==> src/rtl/edge_window_gen.sv <==
// Streaming 3x3 neighbourhood generator for binary raster images (zero-padded borders).
// Define EDGE_WIN_BORDER_REPLICATE_EN to replicate the nearest in-image pixel at borders instead.
module edge_window_gen #(
    parameter int unsigned IMG_W = 64,
    parameter int unsigned IMG_H = 64
) (
    input  logic       clk,
    input  logic       rst,
    input  logic       in_pix,
    input  logic       in_valid,
    output logic       in_ready,
    output logic [8:0] out_window,
    output logic       out_valid,
    input  logic       out_ready,
    output logic       out_last
);

    localparam int unsigned COL_W   = $clog2(IMG_W);
    localparam int unsigned ROW_W   = $clog2(IMG_H);
    localparam int unsigned FILL_W  = $clog2(IMG_W + 2);
    localparam int unsigned SR_LEN  = 2 * IMG_W + 2;
    localparam int unsigned TAP_MID = IMG_W;
    localparam int unsigned TAP_TOP = 2 * IMG_W;

    typedef enum logic [1:0] {
        FILL  = 2'd0,
        RUN   = 2'd1,
        FLUSH = 2'd2
    } state_t;

    state_t              state_q, state_n;
    logic                ready_en_q;
    logic [SR_LEN-1:0]   sr_q;
    logic [SR_LEN:0]     sr_n;
    logic [COL_W-1:0]    in_col_q, cen_col_q;
    logic [ROW_W-1:0]    in_row_q, cen_row_q;
    logic [FILL_W-1:0]   fill_cnt_q;

    logic                out_free_c;
    logic                in_fire_c;
    logic                flush_fire_c;
    logic                shift_en_c;
    logic                shift_bit_c;
    logic                produce_c;
    logic                in_last_col_c, in_last_row_c, in_last_pix_c;
    logic                cen_last_col_c, cen_last_row_c, cen_last_c;
    logic [8:0]          win_c;
    logic [2:0]          p [3];

    // Handshake and shift control
    assign out_free_c     = ~out_valid | out_ready;
    assign in_ready       = ready_en_q & (state_q != FLUSH) & out_free_c;
    assign in_fire_c      = in_valid & in_ready;
    assign flush_fire_c   = (state_q == FLUSH) & out_free_c;
    assign shift_en_c     = in_fire_c | flush_fire_c;
    assign shift_bit_c    = (state_q == FLUSH) ? 1'b0 : in_pix;
    assign produce_c      = (in_fire_c & (state_q == RUN)) | flush_fire_c;
    assign sr_n           = {sr_q, shift_bit_c};

    assign in_last_col_c  = (in_col_q == COL_W'(IMG_W - 1));
    assign in_last_row_c  = (in_row_q == ROW_W'(IMG_H - 1));
    assign in_last_pix_c  = in_last_col_c & in_last_row_c;
    assign cen_last_col_c = (cen_col_q == COL_W'(IMG_W - 1));
    assign cen_last_row_c = (cen_row_q == ROW_W'(IMG_H - 1));
    assign cen_last_c     = cen_last_col_c & cen_last_row_c;

    // Neighbourhood taps p[row][col] around the centre k-(IMG_W+1), then border fix-up
    always_comb begin
        p[0][0] = sr_n[TAP_TOP + 2];
        p[0][1] = sr_n[TAP_TOP + 1];
        p[0][2] = sr_n[TAP_TOP];
        p[1][0] = sr_n[TAP_MID + 2];
        p[1][1] = sr_n[TAP_MID + 1];
        p[1][2] = sr_n[TAP_MID];
        p[2][0] = sr_n[2];
        p[2][1] = sr_n[1];
        p[2][2] = sr_n[0];
`ifdef EDGE_WIN_BORDER_REPLICATE_EN
        // Columns first, then rows, so corners pick up the corner pixel
        for (int r = 0; r < 3; r++) begin
            if (cen_col_q == '0) p[r][0] = p[r][1];
            if (cen_last_col_c)  p[r][2] = p[r][1];
        end
        for (int c = 0; c < 3; c++) begin
            if (cen_row_q == '0) p[0][c] = p[1][c];
            if (cen_last_row_c)  p[2][c] = p[1][c];
        end
`else
        for (int r = 0; r < 3; r++) begin
            if (cen_col_q == '0) p[r][0] = 1'b0;
            if (cen_last_col_c)  p[r][2] = 1'b0;
        end
        for (int c = 0; c < 3; c++) begin
            if (cen_row_q == '0) p[0][c] = 1'b0;
            if (cen_last_row_c)  p[2][c] = 1'b0;
        end
`endif
        win_c = {p[1][1], p[1][0], p[2][0], p[2][1], p[2][2],
                 p[1][2], p[0][2], p[0][1], p[0][0]};
    end

    // FSM next state
    always_comb begin
        state_n = state_q;
        case (state_q)
            FILL:    if (in_fire_c && fill_cnt_q == FILL_W'(IMG_W)) state_n = RUN;
            RUN:     if (in_fire_c && in_last_pix_c)                 state_n = FLUSH;
            FLUSH:   if (flush_fire_c && cen_last_c)                 state_n = FILL;
            default: state_n = FILL;
        endcase
    end

    always_ff @(posedge clk or posedge rst) begin
        if (rst) begin
            state_q    <= FILL;
            ready_en_q <= 1'b0;
        end else begin
            state_q    <= state_n;
            ready_en_q <= 1'b1;
        end
    end

    // Line buffers plus window taps as one shift chain; input and fill counters
    always_ff @(posedge clk or posedge rst) begin
        if (rst) begin
            sr_q       <= '0;
            in_col_q   <= '0;
            in_row_q   <= '0;
            fill_cnt_q <= '0;
        end else begin
            if (shift_en_c) sr_q <= sr_n[SR_LEN-1:0];
            if (in_fire_c) begin
                if (in_last_col_c) begin
                    in_col_q <= '0;
                    in_row_q <= in_last_row_c ? '0 : in_row_q + ROW_W'(1);
                end else begin
                    in_col_q <= in_col_q + COL_W'(1);
                end
            end
            if (state_q != FILL)  fill_cnt_q <= '0;
            else if (in_fire_c)   fill_cnt_q <= fill_cnt_q + FILL_W'(1);
        end
    end

    // Output register and centre position of the next window
    always_ff @(posedge clk or posedge rst) begin
        if (rst) begin
            out_window <= '0;
            out_valid  <= 1'b0;
            out_last   <= 1'b0;
            cen_col_q  <= '0;
            cen_row_q  <= '0;
        end else if (produce_c) begin
            out_window <= win_c;
            out_valid  <= 1'b1;
            out_last   <= cen_last_c;
            if (cen_last_col_c) begin
                cen_col_q <= '0;
                cen_row_q <= cen_last_row_c ? '0 : cen_row_q + ROW_W'(1);
            end else begin
                cen_col_q <= cen_col_q + COL_W'(1);
            end
        end else if (out_ready) begin
            out_valid <= 1'b0;
            out_last  <= 1'b0;
        end
    end

endmodule

==> config.mk <==
export PLATFORM = sky130hd
export DESIGN_NAME = edge_window_gen
export DESIGN_NICKNAME = d
export VERILOG_FILES = /design/src/rtl/edge_window_gen.sv
export SDC_FILE = /design/constraint.sdc
export NUM_CORES = 1
export LEC_CHECK = 0
export CAP_MARGIN = 0
export CORE_UTILIZATION = 55
export CTS_CLUSTER_DIAMETER = 150
export CTS_CLUSTER_SIZE = 24
export DETAILED_ROUTE_END_ITERATION = 8
export PLACE_DENSITY = 0.84
export SYNTH_ARGS = -nofsm -noshare
export SYNTH_HDL_FRONTEND = slang
export SYNTH_SLANG_ARGS = --single-unit
==> constraint.sdc <==
create_clock -name clk -period 7.1 [get_ports clk]
set_clock_uncertainty 0.05 [all_clocks]
set_input_delay 1.42 -clock clk [delete_from_list [all_inputs] [get_ports clk]]
set_output_delay 1.42 -clock clk [all_outputs]
set_load 0.005 [all_outputs]
==> results of run 1 <==
sequential cells by signal, summed over array words and instances, names as in the netlist:
register    count
state_q         2
out_last        1
fill_cnt_q      7
out_valid       1
in_row_q        6
cen_col_q       6
cen_row_q       6
in_col_q        6
out_window      9
ready_en_q      1
sr_q          130
kinds of logic (layout without fill, tap and decap cells):
family,count (synthesis),in the layout,share of synthesized area
other,1,1,0.0005202
AND/OR/NAND/NOR,491,491,0.2816
multiplexers,3,3,0.004686
buffers and inverters,49,61,0.03663
adder cells (fa/ha/maj),8,8,0.01389
XOR/XNOR,10,10,0.01215
AO/OA/AOI/OAI,50,50,0.04305
flip-flops,175,175,0.6075
per-layer routing:
metal	up-vias	global-route usage	part of all wire
li1	2494	-	-
met1	2435	0.2799	0.48
met2	58	0.3152	0.48
met3	17	0.05760	0.032
met4	0	0.07863	0.012
met5	-	0	0
synthesized netlist by cell type (4+ instances only):
library cell,count,area share
dfrtp_1,175,0.61
buf_2,19,0.013
nand2_1,415,0.22
xnor2_1,5,0.0061
and2_1,5,0.0043
ha_1,8,0.014
nor2_1,10,0.0052
xor2_1,5,0.0061
and3_1,9,0.0078
nor3_1,7,0.0049
nand3_1,9,0.0062
buf_4,13,0.014
a22o_1,4,0.0049
a21oi_1,8,0.0056
o31ai_1,5,0.0052
nand4_1,6,0.0052
o21ai_0,22,0.015
clkbuf_1,5,0.0026
nand2b_1,7,0.0061
inv_1,10,0.0052
metrics by stage:
stage / instance area (um^2) / cells / power (mW)
2_1_floorplan: 7208 / 787 / 1.191
3_3_place_gp: 7415 / 940 / 1.216
3_5_place_dp: 7415 / 940 / 1.220
4_1_cts: 8030 / 971 / 2.192
5_1_grt: 8030 / 971 / 2.252
6_report: 8030 / 971 / 2.171
report_power, final:
group	internal [mW]	total (mW)	switching, mW
registers	1.04	1.08	0.0413
logic	0.0405	0.122	0.0816
clock network	0.589	0.968	0.379
worst min-delay path: stages, from the launching register on:
cell     delay (ps)
dfrtp_1         340
nand2_1          50
nand2_1          50
final cells by class:
type	count	area share
sequential	175	0.5453
multi-input combinational	563	0.3222
tap	172	0.02680
clock inverter	9	0.01636
clock buffer	22	0.06030
timing repair buffer	20	0.02368
inverter	10	0.005298
final timing paths:
kind                             from       end  depth (start not counted)
max                         out_ready  in_ready                          4
min                          sr_q[95]  sr_q[95]                          2
max reg2reg                state_q[0]  sr_q[35]                          5
min reg2reg                  sr_q[95]  sr_q[95]                          2
max in group asynchronous         rst  sr_q[63]                          3
min in group asynchronous         rst  sr_q[91]                          2
==> flow_summary.rst, run 1 <==
.. list-table::
   :header-rows: 1

   * - Metric
     - Value
   * - Worst vdd ir
     - just over 0.2 mV
   * - Max clock buf depth
     - 2
   * - Area of the die
     - ~14000 um^2
   * - Number of antenna violations at the first check in global routing
     - 0
   * - Wirelength, routed
     - around 12 mm
   * - Clock buffer count from CTS
     - 17
   * - Slew Limit Headroom
     - 0.2855
   * - Cts hold-fix bufs
     - 0
   * - CP Class
     - in2out
   * - Source-to-sink clock delay at the later pin of the worst-skew pair
     - roughly 430 ps
   * - Setup repair after global routing missed its margin
     - no
   * - Primary flip-flop cell chosen by synthesis mapping
     - dfrtp_1
   * - Nets@finish
     - 800
   * - Synth-to-Final Area Change
     - 11.40%
   * - Global placer's final weighted congestion
     - between 0.7 and 0.8
   * - EDFF count, synth
     - 0
   * - Initial Utilization
     - 0.5666
   * - Final count of hold timing violations
     - 0
   * - Vias
     - ~5000
   * - CTS tree
     - yes
   * - Count of buffers inserted at the top-level ports
     - 16
   * - Cell with the largest stage delay on the worst path
     - clkdlybuf4s50_1
   * - Filler cell count in the final layout
     - 1017
   * - Count of max-cap constraint violations
     - 0
   * - Count of antenna diodes in the layout
     - 0
   * - Dominant cell type by count on the critical path
     - clkdlybuf4s50_1
   * - CP Data Required Time
     - 5630 ps
   * - # setup viols final
     - 0
   * - Sequential fraction of the synthesis area
     - 0.6075
   * - Hold Path Class
     - reg2reg
   * - Transition time at the pin with the least slew margin
     - ~1100 ps
   * - Total grt overflow
     - 0
   * - DR WL/cell
     - approximately 12 um
   * - Worst hold margin
     - ~410 ps
   * - Die boundary height
     - approximately 120 um
   * - Worst path buffer plus inverter count
     - 2
   * - Most frequent cells in the layout
     - 415 x nand2_1, 175 x dfrtp_1, 22 x o21ai_0
   * - Total nets after synthesis
     - 800
   * - Accumulated negative setup slack
     - 0 ps
   * - Detailed Place HPWL
     - between 6 and 7 mm
   * - Width of the die
     - 116.5 um
   * - Multi-input gate area
     - between 2000 and 3000 um^2
   * - Cell area after synthesis
     - a little over 7000 um^2
   * - Largest fanout of any net on the critical path
     - 11
   * - Critical path data arrival time
     - a little over 3000 ps
   * - Aggregate global-route resource usage
     - 0.2053
   * - Critical path's top delay family
     - buffers and inverters
   * - Core occupancy in the finished layout
     - 0.6312
   * - CTS H-tree lvls
     - 4
   * - Largest incremental delay on the critical path
     - roughly 500 ps
   * - Post-route minimum period
     - between 4000 and 5000 ps
   * - Critical path endpoint category
     - output port
   * - Router iterations before antenna repair
     - 7
   * - Cell Pwr Density
     - between 200 and 300 nW/um^2
   * - Area taken by flip-flops and latches
     - ~4400 um^2
   * - Max Slew Vio Count
     - 0
   * - Instance count of the mapped netlist
     - just under 800
   * - Flip-flop and latch count after synthesis
     - ~180
   * - Clock transition time at the flip-flop clock pins of the worst setup and hold paths
     - roughly 60 ps
   * - Pre-CTS setup slack
     - about 2500 ps
   * - Final antenna-violating net count
     - 0
   * - DRC violation count after routing
     - 0
   * - Vias in the first global route
     - approximately 4700
   * - Number of rows in the core area
     - 41
   * - Post-synth cell types
     - 47
   * - Post-CTS repair timing setup buffer count
     - 0
   * - Worst reg-to-reg setup slack
     - roughly 4500 ps
   * - Async SR Flop Fraction
     - 1.000
   * - Yosys warning count
     - 0
   * - Count of pins on the block boundary
     - 17
   * - Pin count of the biggest net entering global routing
     - between 100 and 150
   * - Most common cell after layout, fill and taps aside
     - nand2_1
   * - First-pass GRT wire length
     - 21.60 mm
   * - Final cycle utilization of the critical path
     - 0.6428
   * - Cell at the root of the clock tree
     - clkbuf_16
   * - Static leakage
     - between 4 and 5 nW
   * - Mean number of vias per cell
     - 5.153
   * - CTS-repair resized insts
     - 0
   * - Average instance area after synthesis
     - approximately 9.2 um^2
   * - Number of violations reported at the end of detailed-routing iteration 0
     - about 350
   * - Number of clock sinks seen by CTS
     - between 150 and 200
   * - Fmax
     - approximately 220 MHz
   * - Status
     - finished clean
   * - Post-route worst setup slack
     - roughly 2500 ps
   * - Cell Chain, Critical Path
     - clkdlybuf4s50_1 -> nand2b_1 -> and3_1 -> clkdlybuf4s50_1
   * - Sort of element at the start of the critical path
     - input pin
   * - Fraction of final layout cells with drive strength greater than 1
     - 0.06008
   * - Floorplan core area
     - 12720 um^2
(Power assumes the default switching activity.)
==> run 2, diff against run 1 <==
==> constraint.sdc (replaced) <==
create_clock -name clk -period 4.2 [get_ports clk]
set_clock_uncertainty 0.05 [all_clocks]
set_input_delay 0.84 -clock clk [delete_from_list [all_inputs] [get_ports clk]]
set_output_delay 0.84 -clock clk [all_outputs]
set_load 0.005 [all_outputs]
==> run 2 against run 1 <==
Sequential share of layout area down 0.40 points. Worst setup slack got worse by 1500 ps. Final area is 0.73% higher. First-iteration DRC count up 14%. Worst hold slack improved by 0.68 ps. Sequential power is 69% higher. Highest routed layer unchanged.
==> flow_summary.rst, run 2 (synthesized netlist as in run 1, its figures left out) <==
.. list-table::
   :header-rows: 1

   * - Metric
     - Value
   * - First-pass GRT wire length
     - around 21 mm
   * - Status
     - finished clean
   * - CP Data Required Time
     - approximately 3300 ps
   * - Count of max-cap constraint violations
     - 0
   * - Setup repair after global routing missed its margin
     - no
   * - DR WL/cell
     - 12.92 um
   * - DRC violation count after routing
     - 0
   * - Sort of element at the start of the critical path
     - input pin
   * - Placed cell count
     - about 940
   * - Post-CTS repair timing setup buffer count
     - 0
   * - Aggregate global-route resource usage
     - 0.2039
   * - Total cell area at the placement stage
     - between 7000 and 8000 um^2
   * - Cell Pwr Density
     - about 460 nW/um^2
   * - Critical path endpoint category
     - output port
   * - Count of pins on the block boundary
     - 17
   * - Detailed-routed wire length on met2
     - just over 6 mm
   * - Highest metal layer with signal wires
     - met4
   * - Logic pwr share
     - 0.056
   * - Count of placed standard cells in the final layout, fillers left out
     - roughly 980
   * - Filler cell count in the final layout
     - between 900 and 1000
   * - Vias
     - 5002
   * - Floorplan core area
     - about 13000 um^2
   * - Total grt overflow
     - 0
   * - CTS-repair resized insts
     - 0
   * - Sequential share of power
     - 0.495
   * - Max Slew Vio Count
     - 0
   * - Most common cell after layout, fill and taps aside
     - nand2_1
   * - Global placer's final weighted congestion
     - about 0.75
   * - Cell at the root of the clock tree
     - clkbuf_16
   * - Accumulated negative setup slack
     - 0 ps
   * - Count of antenna diodes in the layout
     - 0
   * - Slew Limit Headroom
     - 0.3652
   * - Worst vdd ir
     - approximately 0.34 mV
   * - Width of the die
     - between 100 and 150 um
   * - Fraction of final layout cells with drive strength greater than 1
     - 0.06600
   * - Area of the die
     - about 14000 um^2
   * - Router iterations before antenna repair
     - 6
   * - Cts hold-fix bufs
     - 0
   * - Hold Path Class
     - reg2reg
   * - Clock transition time at the flip-flop clock pins of the worst setup and hold paths
     - 60 ps
   * - Number of violations reported at the end of detailed-routing iteration 0
     - about 400
   * - Regs by FF count
     - sr_q: 130 flops, out_window: 9 flops, fill_cnt_q: 7 flops
   * - Area taken by flip-flops and latches
     - ~4400 um^2
   * - Transition time at the pin with the least slew margin
     - roughly 950 ps
   * - Final count of hold timing violations
     - 0
   * - Count of buffers inserted at the top-level ports
     - 16
   * - CTS H-tree lvls
     - 4
   * - Initial Utilization
     - 0.5666
   * - Static leakage
     - roughly 4.3 nW
   * - Final antenna-violating net count
     - 0
   * - Wirelength, routed
     - 12.60 mm
   * - Pin count of the biggest net entering global routing
     - around 180
   * - CP Class
     - in2out
   * - Final cycle utilization of the critical path
     - 0.7650
   * - Multi-input gate area
     - 2587 um^2
   * - Largest fanout of any net on the critical path
     - 11
   * - Clock buffer count from CTS
     - 17
   * - Number of antenna violations at the first check in global routing
     - 0
   * - CTS tree
     - yes
   * - Number of rows in the core area
     - 41
   * - Max clock buf depth
     - 2
   * - Fmax
     - 311.3 MHz
   * - Vias in the first global route
     - about 4700
   * - Clock power frac
     - 0.449
   * - Synth-to-Final Area Change
     - 12.22%
   * - Mean number of vias per cell
     - 5.130
   * - Met1 routed wirelength after detailed routing
     - 5.924 mm
   * - Internal Power
     - ~2.8 mW
   * - # setup viols final
     - 0
   * - Met3 routed WL
     - between 300 and 400 um
   * - Detailed Place HPWL
     - approximately 7 mm
   * - Max reg flops
     - 130
   * - Post-route cell area
     - roughly 8000 um^2
   * - Register ranked first by flip-flop count
     - sr_q
   * - Number of clock sinks seen by CTS
     - around 180
   * - Critical path data arrival time
     - roughly 2300 ps
   * - Switching Fraction
     - 0.2395
   * - Source-to-sink clock delay at the later pin of the worst-skew pair
     - between 400 and 500 ps
   * - Most frequent cells in the layout
     - 415 x nand2_1, 175 x dfrtp_1, 22 x o21ai_0
   * - Die boundary height
     - around 120 um
   * - Post-route minimum period
     - around 3200 ps
   * - Nets@finish
     - between 800 and 900
   * - Power dissipated by switching net loads
     - 885.1 uW
## run 2: changes by cell type in the layout (fill, tap and decap cells not counted)
cell | previous run | this run
buf_12 | 0 | 2
clkbuf_8 | 4 | 2
clkinv_4 | 0 | 2
clkinvlp_4 | 3 | 1
inv_6 | 2 | 4
inv_8 | 0 | 2
buf_4 | 4 | 5
clkbuf_1 | 1 | 0
## run 2: cell type report
class / count / share of cell area
Sequential cell: 175 / 0.5414
Inverter: 10 / 0.005104
Tap cell: 172 / 0.02660
Clock inverter: 13 / 0.02166
Multi-Input combinational cell: 563 / 0.3199
Clock buffer: 19 / 0.05599
Timing Repair Buffer: 23 / 0.02939
## run 2: path summary, 6_finish.rpt
kind	startpoint	end	slack, ps	cells past startpoint
worst min-delay path	sr_q[32]	sr_q[32]	410	2
worst max-delay path	out_ready	in_ready	990	5
max in group asynchronous	rst	sr_q[35]	2480	3
min in group asynchronous	rst	sr_q[71]	970	3
worst max register to register	state_q[0]	out_window[4]	2020	4
worst min register to register	sr_q[32]	sr_q[32]	410	2
## run 2: through the flow
stage / total power [mW] / utilization / worst slack, ps / hold WS, ps
after floorplan: 2.014 / - / 1071 / 388.6
after global placement: 2.059 / 0.5864 / 1020 / 398.4
after detailed placement: 2.068 / 0.5864 / 990.9 / 405.2
after CTS: 3.731 / 0.6358 / 987.7 / 419.4
after global routing: 3.821 / 0.6358 / 913.0 / 431.3
final: 3.696 / 0.6358 / 987.2 / 413.8
## run 2: power by group through the flow
stage	registers (mW)	logic, mW	clock network (mW)
2_1_floorplan	1.84	0.175	0
5_1_grt	1.84	0.240	1.74
3_3_place_gp	1.85	0.206	0
6_report	1.83	0.209	1.66
3_5_place_dp	1.86	0.212	0
4_1_cts	1.83	0.213	1.69
## run 2: routing by layer
metal	GRT usage	vias to the layer above
li1	-	2494
met5	0	-
met3	0.05812	16
met4	0.07778	0
met2	0.3140	82
met1	0.2766	2410
## run 2: critical path, stage by stage
cell	delay, ps
clkdlybuf4s50_1	500
nand2b_1	120
buf_4	210
and3_1	170
clkdlybuf4s50_1	490
==> run 3, diff against run 2 <==
--- a/config.mk
+++ b/config.mk
@@ -10,7 +10,7 @@
 export CTS_CLUSTER_DIAMETER = 150
 export CTS_CLUSTER_SIZE = 24
 export DETAILED_ROUTE_END_ITERATION = 8
-export PLACE_DENSITY = 0.84
+export PLACE_DENSITY = 0.87
 export SYNTH_ARGS = -nofsm -noshare
 export SYNTH_HDL_FRONTEND = slang
 export SYNTH_SLANG_ARGS = --single-unit
==> constraint.sdc (replaced) <==
create_clock -name clk -period 2.62 [get_ports clk]
set_clock_uncertainty 0.05 [all_clocks]
set_input_delay 0.524 -clock clk [delete_from_list [all_inputs] [get_ports clk]]
set_output_delay 0.524 -clock clk [all_outputs]
set_load 0.005 [all_outputs]
==> run 3 against run 2 <==
Combinational power increased by 75%. Total power up 58%. Routed wire length is 2.4% higher. Critical path type unchanged.
==> flow_summary.rst, run 3 (synthesized netlist as in run 1, its figures left out) <==
.. list-table::
   :header-rows: 1

   * - Metric
     - Value
   * - Status
     - finished clean
   * - Count of buffers inserted at the top-level ports
     - 16
   * - Static leakage
     - 4.393 nW
   * - Count of max-cap constraint violations
     - 0
   * - Worst path buffer plus inverter count
     - 2
   * - Pre-CTS setup slack
     - roughly 120 ps
   * - Global routing usage on met1
     - 0.2927
   * - Regs by FF count
     - sr_q: 130 flops, out_window: 9 flops, fill_cnt_q: 7 flops
   * - Accumulated negative setup slack
     - 0 ps
   * - Fraction of final layout cells with drive strength greater than 1
     - 0.07730
   * - Cell at the root of the clock tree
     - clkbuf_16
   * - Final antenna-violating net count
     - 0
   * - Global placer's final weighted congestion
     - approximately 0.83
   * - Final count of hold timing violations
     - 0
   * - Post-route minimum period
     - 2364 ps
   * - Count of antenna diodes in the layout
     - 0
   * - Detailed Place HPWL
     - between 7 and 8 mm
   * - Transition time at the pin with the least slew margin
     - between 900 and 1000 ps
   * - Cell Pwr Density
     - roughly 700 nW/um^2
   * - Total grt overflow
     - 0
   * - Number of cells on the worst reg-to-reg path
     - 4
   * - Floorplan core area
     - around 13000 um^2
   * - Number of rows in the core area
     - about 40
   * - Met3 usage
     - 0.06072
   * - Max clock buf depth
     - 2
   * - Register ranked first by flip-flop count
     - sr_q
   * - Filler cell count in the final layout
     - 995
   * - Number of clock sinks seen by CTS
     - between 150 and 200
   * - Pin count of the biggest net entering global routing
     - just under 100
   * - End point of the critical path
     - in_ready
   * - DRC violation count after routing
     - 0
   * - Post-CTS repair timing setup buffer count
     - 0
   * - Nets@finish
     - 815
   * - Initial Utilization
     - 0.5666
   * - Gr busiest metal
     - met2
   * - Fmax
     - approximately 420 MHz
   * - Source-to-sink clock delay at the later pin of the worst-skew pair
     - between 400 and 500 ps
   * - Die boundary height
     - ~120 um
   * - Critical path endpoint category
     - output port
   * - Clock transition time at the flip-flop clock pins of the worst setup and hold paths
     - roughly 60 ps
   * - Worst reg-to-reg setup slack
     - 520 ps
   * - Number of violations reported at the end of detailed-routing iteration 0
     - a little over 500
   * - Cell with the largest stage delay on the worst path
     - clkdlybuf4s50_1
   * - CP Class
     - in2out
   * - Most frequent cells in the layout
     - 415 x nand2_1, 175 x dfrtp_1, 22 x o21ai_0
   * - Launch point of the worst reg-to-reg path
     - state_q[0]
   * - Critical path's top delay family
     - buffers and inverters
   * - Clock buffer count from CTS
     - 17
   * - Cell Chain, Critical Path
     - clkdlybuf4s50_1 -> nand2b_1 -> and3_1 -> clkdlybuf4s50_1
   * - DR WL/cell
     - 13.07 um
   * - Vias
     - between 5000 and 6000
   * - Mean number of vias per cell
     - about 5.2
   * - Vias in the first global route
     - 4884
   * - Endpoint of the most critical register-to-register path
     - out_window[4]
   * - Sort of element at the start of the critical path
     - input pin
   * - Wirelength, routed
     - 12.90 mm
   * - Worst vdd ir
     - about 0.55 mV
   * - Critical path data arrival time
     - between 1500 and 2000 ps
   * - Largest incremental delay on the critical path
     - around 500 ps
   * - CTS H-tree lvls
     - 4
   * - GRT met2 Usage
     - 0.3479
   * - Max reg flops
     - 130
   * - CTS tree
     - yes
   * - Post-route worst setup slack
     - about 260 ps
   * - Count of pins on the block boundary
     - 17
   * - Total power
     - 5.830 mW
   * - Aggregate global-route resource usage
     - 0.2208
   * - Dominant cell type by count on the critical path
     - clkdlybuf4s50_1
   * - Stages on worst setup path
     - 4
   * - # setup viols final
     - 0
   * - CTS-repair resized insts
     - 0
   * - Setup repair after global routing missed its margin
     - no
   * - Worst hold margin
     - between 400 and 500 ps
   * - Startpoint of the most critical setup path
     - out_ready
   * - CP Data Required Time
     - roughly 2000 ps
   * - Final cycle utilization of the critical path
     - 0.9024
   * - Synth-to-Final Area Change
     - 14.16%
   * - Slew Limit Headroom
     - 0.3843
   * - First-pass GRT wire length
     - around 23 mm
   * - Hold Path Class
     - reg2reg
   * - Largest fanout of any net on the critical path
     - 3
   * - Width of the die
     - roughly 120 um
   * - Most common cell after layout, fill and taps aside
     - nand2_1
   * - Router iterations before antenna repair
     - 5
   * - Cts hold-fix bufs
     - 0
   * - Number of antenna violations at the first check in global routing
     - 0
   * - Max Slew Vio Count
     - 0
   * - Area of the die
     - 13570 um^2
[run 3: layout make-up]
class,count,area [um^2],share of cell area
multi-input cells,563,2587,0.3144
flip-flops and latches,175,4379,0.5322
clock inverters,11,130.1,0.01581
inverters,10,41.29,0.005017
clock buffers,21,460.4,0.05595
well taps,172,215.2,0.02615
repair buffers,35,415.4,0.05048
[run 3: worst min-delay path by stage]
stage,start,end,slack [ps],depth (start not counted)
after detailed placement,sr_q[86],sr_q[86],410,2
after global placement,sr_q[115],sr_q[115],400,2
after global routing,sr_q[123],sr_q[123],430,2
after floorplan,sr_q[100],sr_q[100],390,2
after CTS,in_col_q[4],in_col_q[4],420,1
final,sr_q[9],sr_q[9],420,2
[run 3: through the flow]
step	util	instances	cell area (um^2)
finish	0.6468	987	8229
floorplan	-	787	7212
global placement	0.6004	955	7639
global route	0.6468	987	8229
detailed placement	0.6004	955	7639
CTS	0.6468	987	8229
[run 3: tightest hold or removal path: stages (launching register included)]
cell and delay [ps]:
dfrtp_1 340, nand2_1 50, nand2_1 50
[run 3: per-layer routing]
metal | part of all wire | up-vias
met3 | 0.028 | 25
met1 | 0.46 | 2519
li1 | - | 2524
met5 | 0 | -
met4 | 0.019 | 0
met2 | 0.50 | 64
[run 3: where the power goes]
group          internal, mW  switching [mW]  leakage, nW
clock                  1.46            1.07        0.288
combinational         0.140           0.227         1.69
sequential             2.82           0.114         2.42
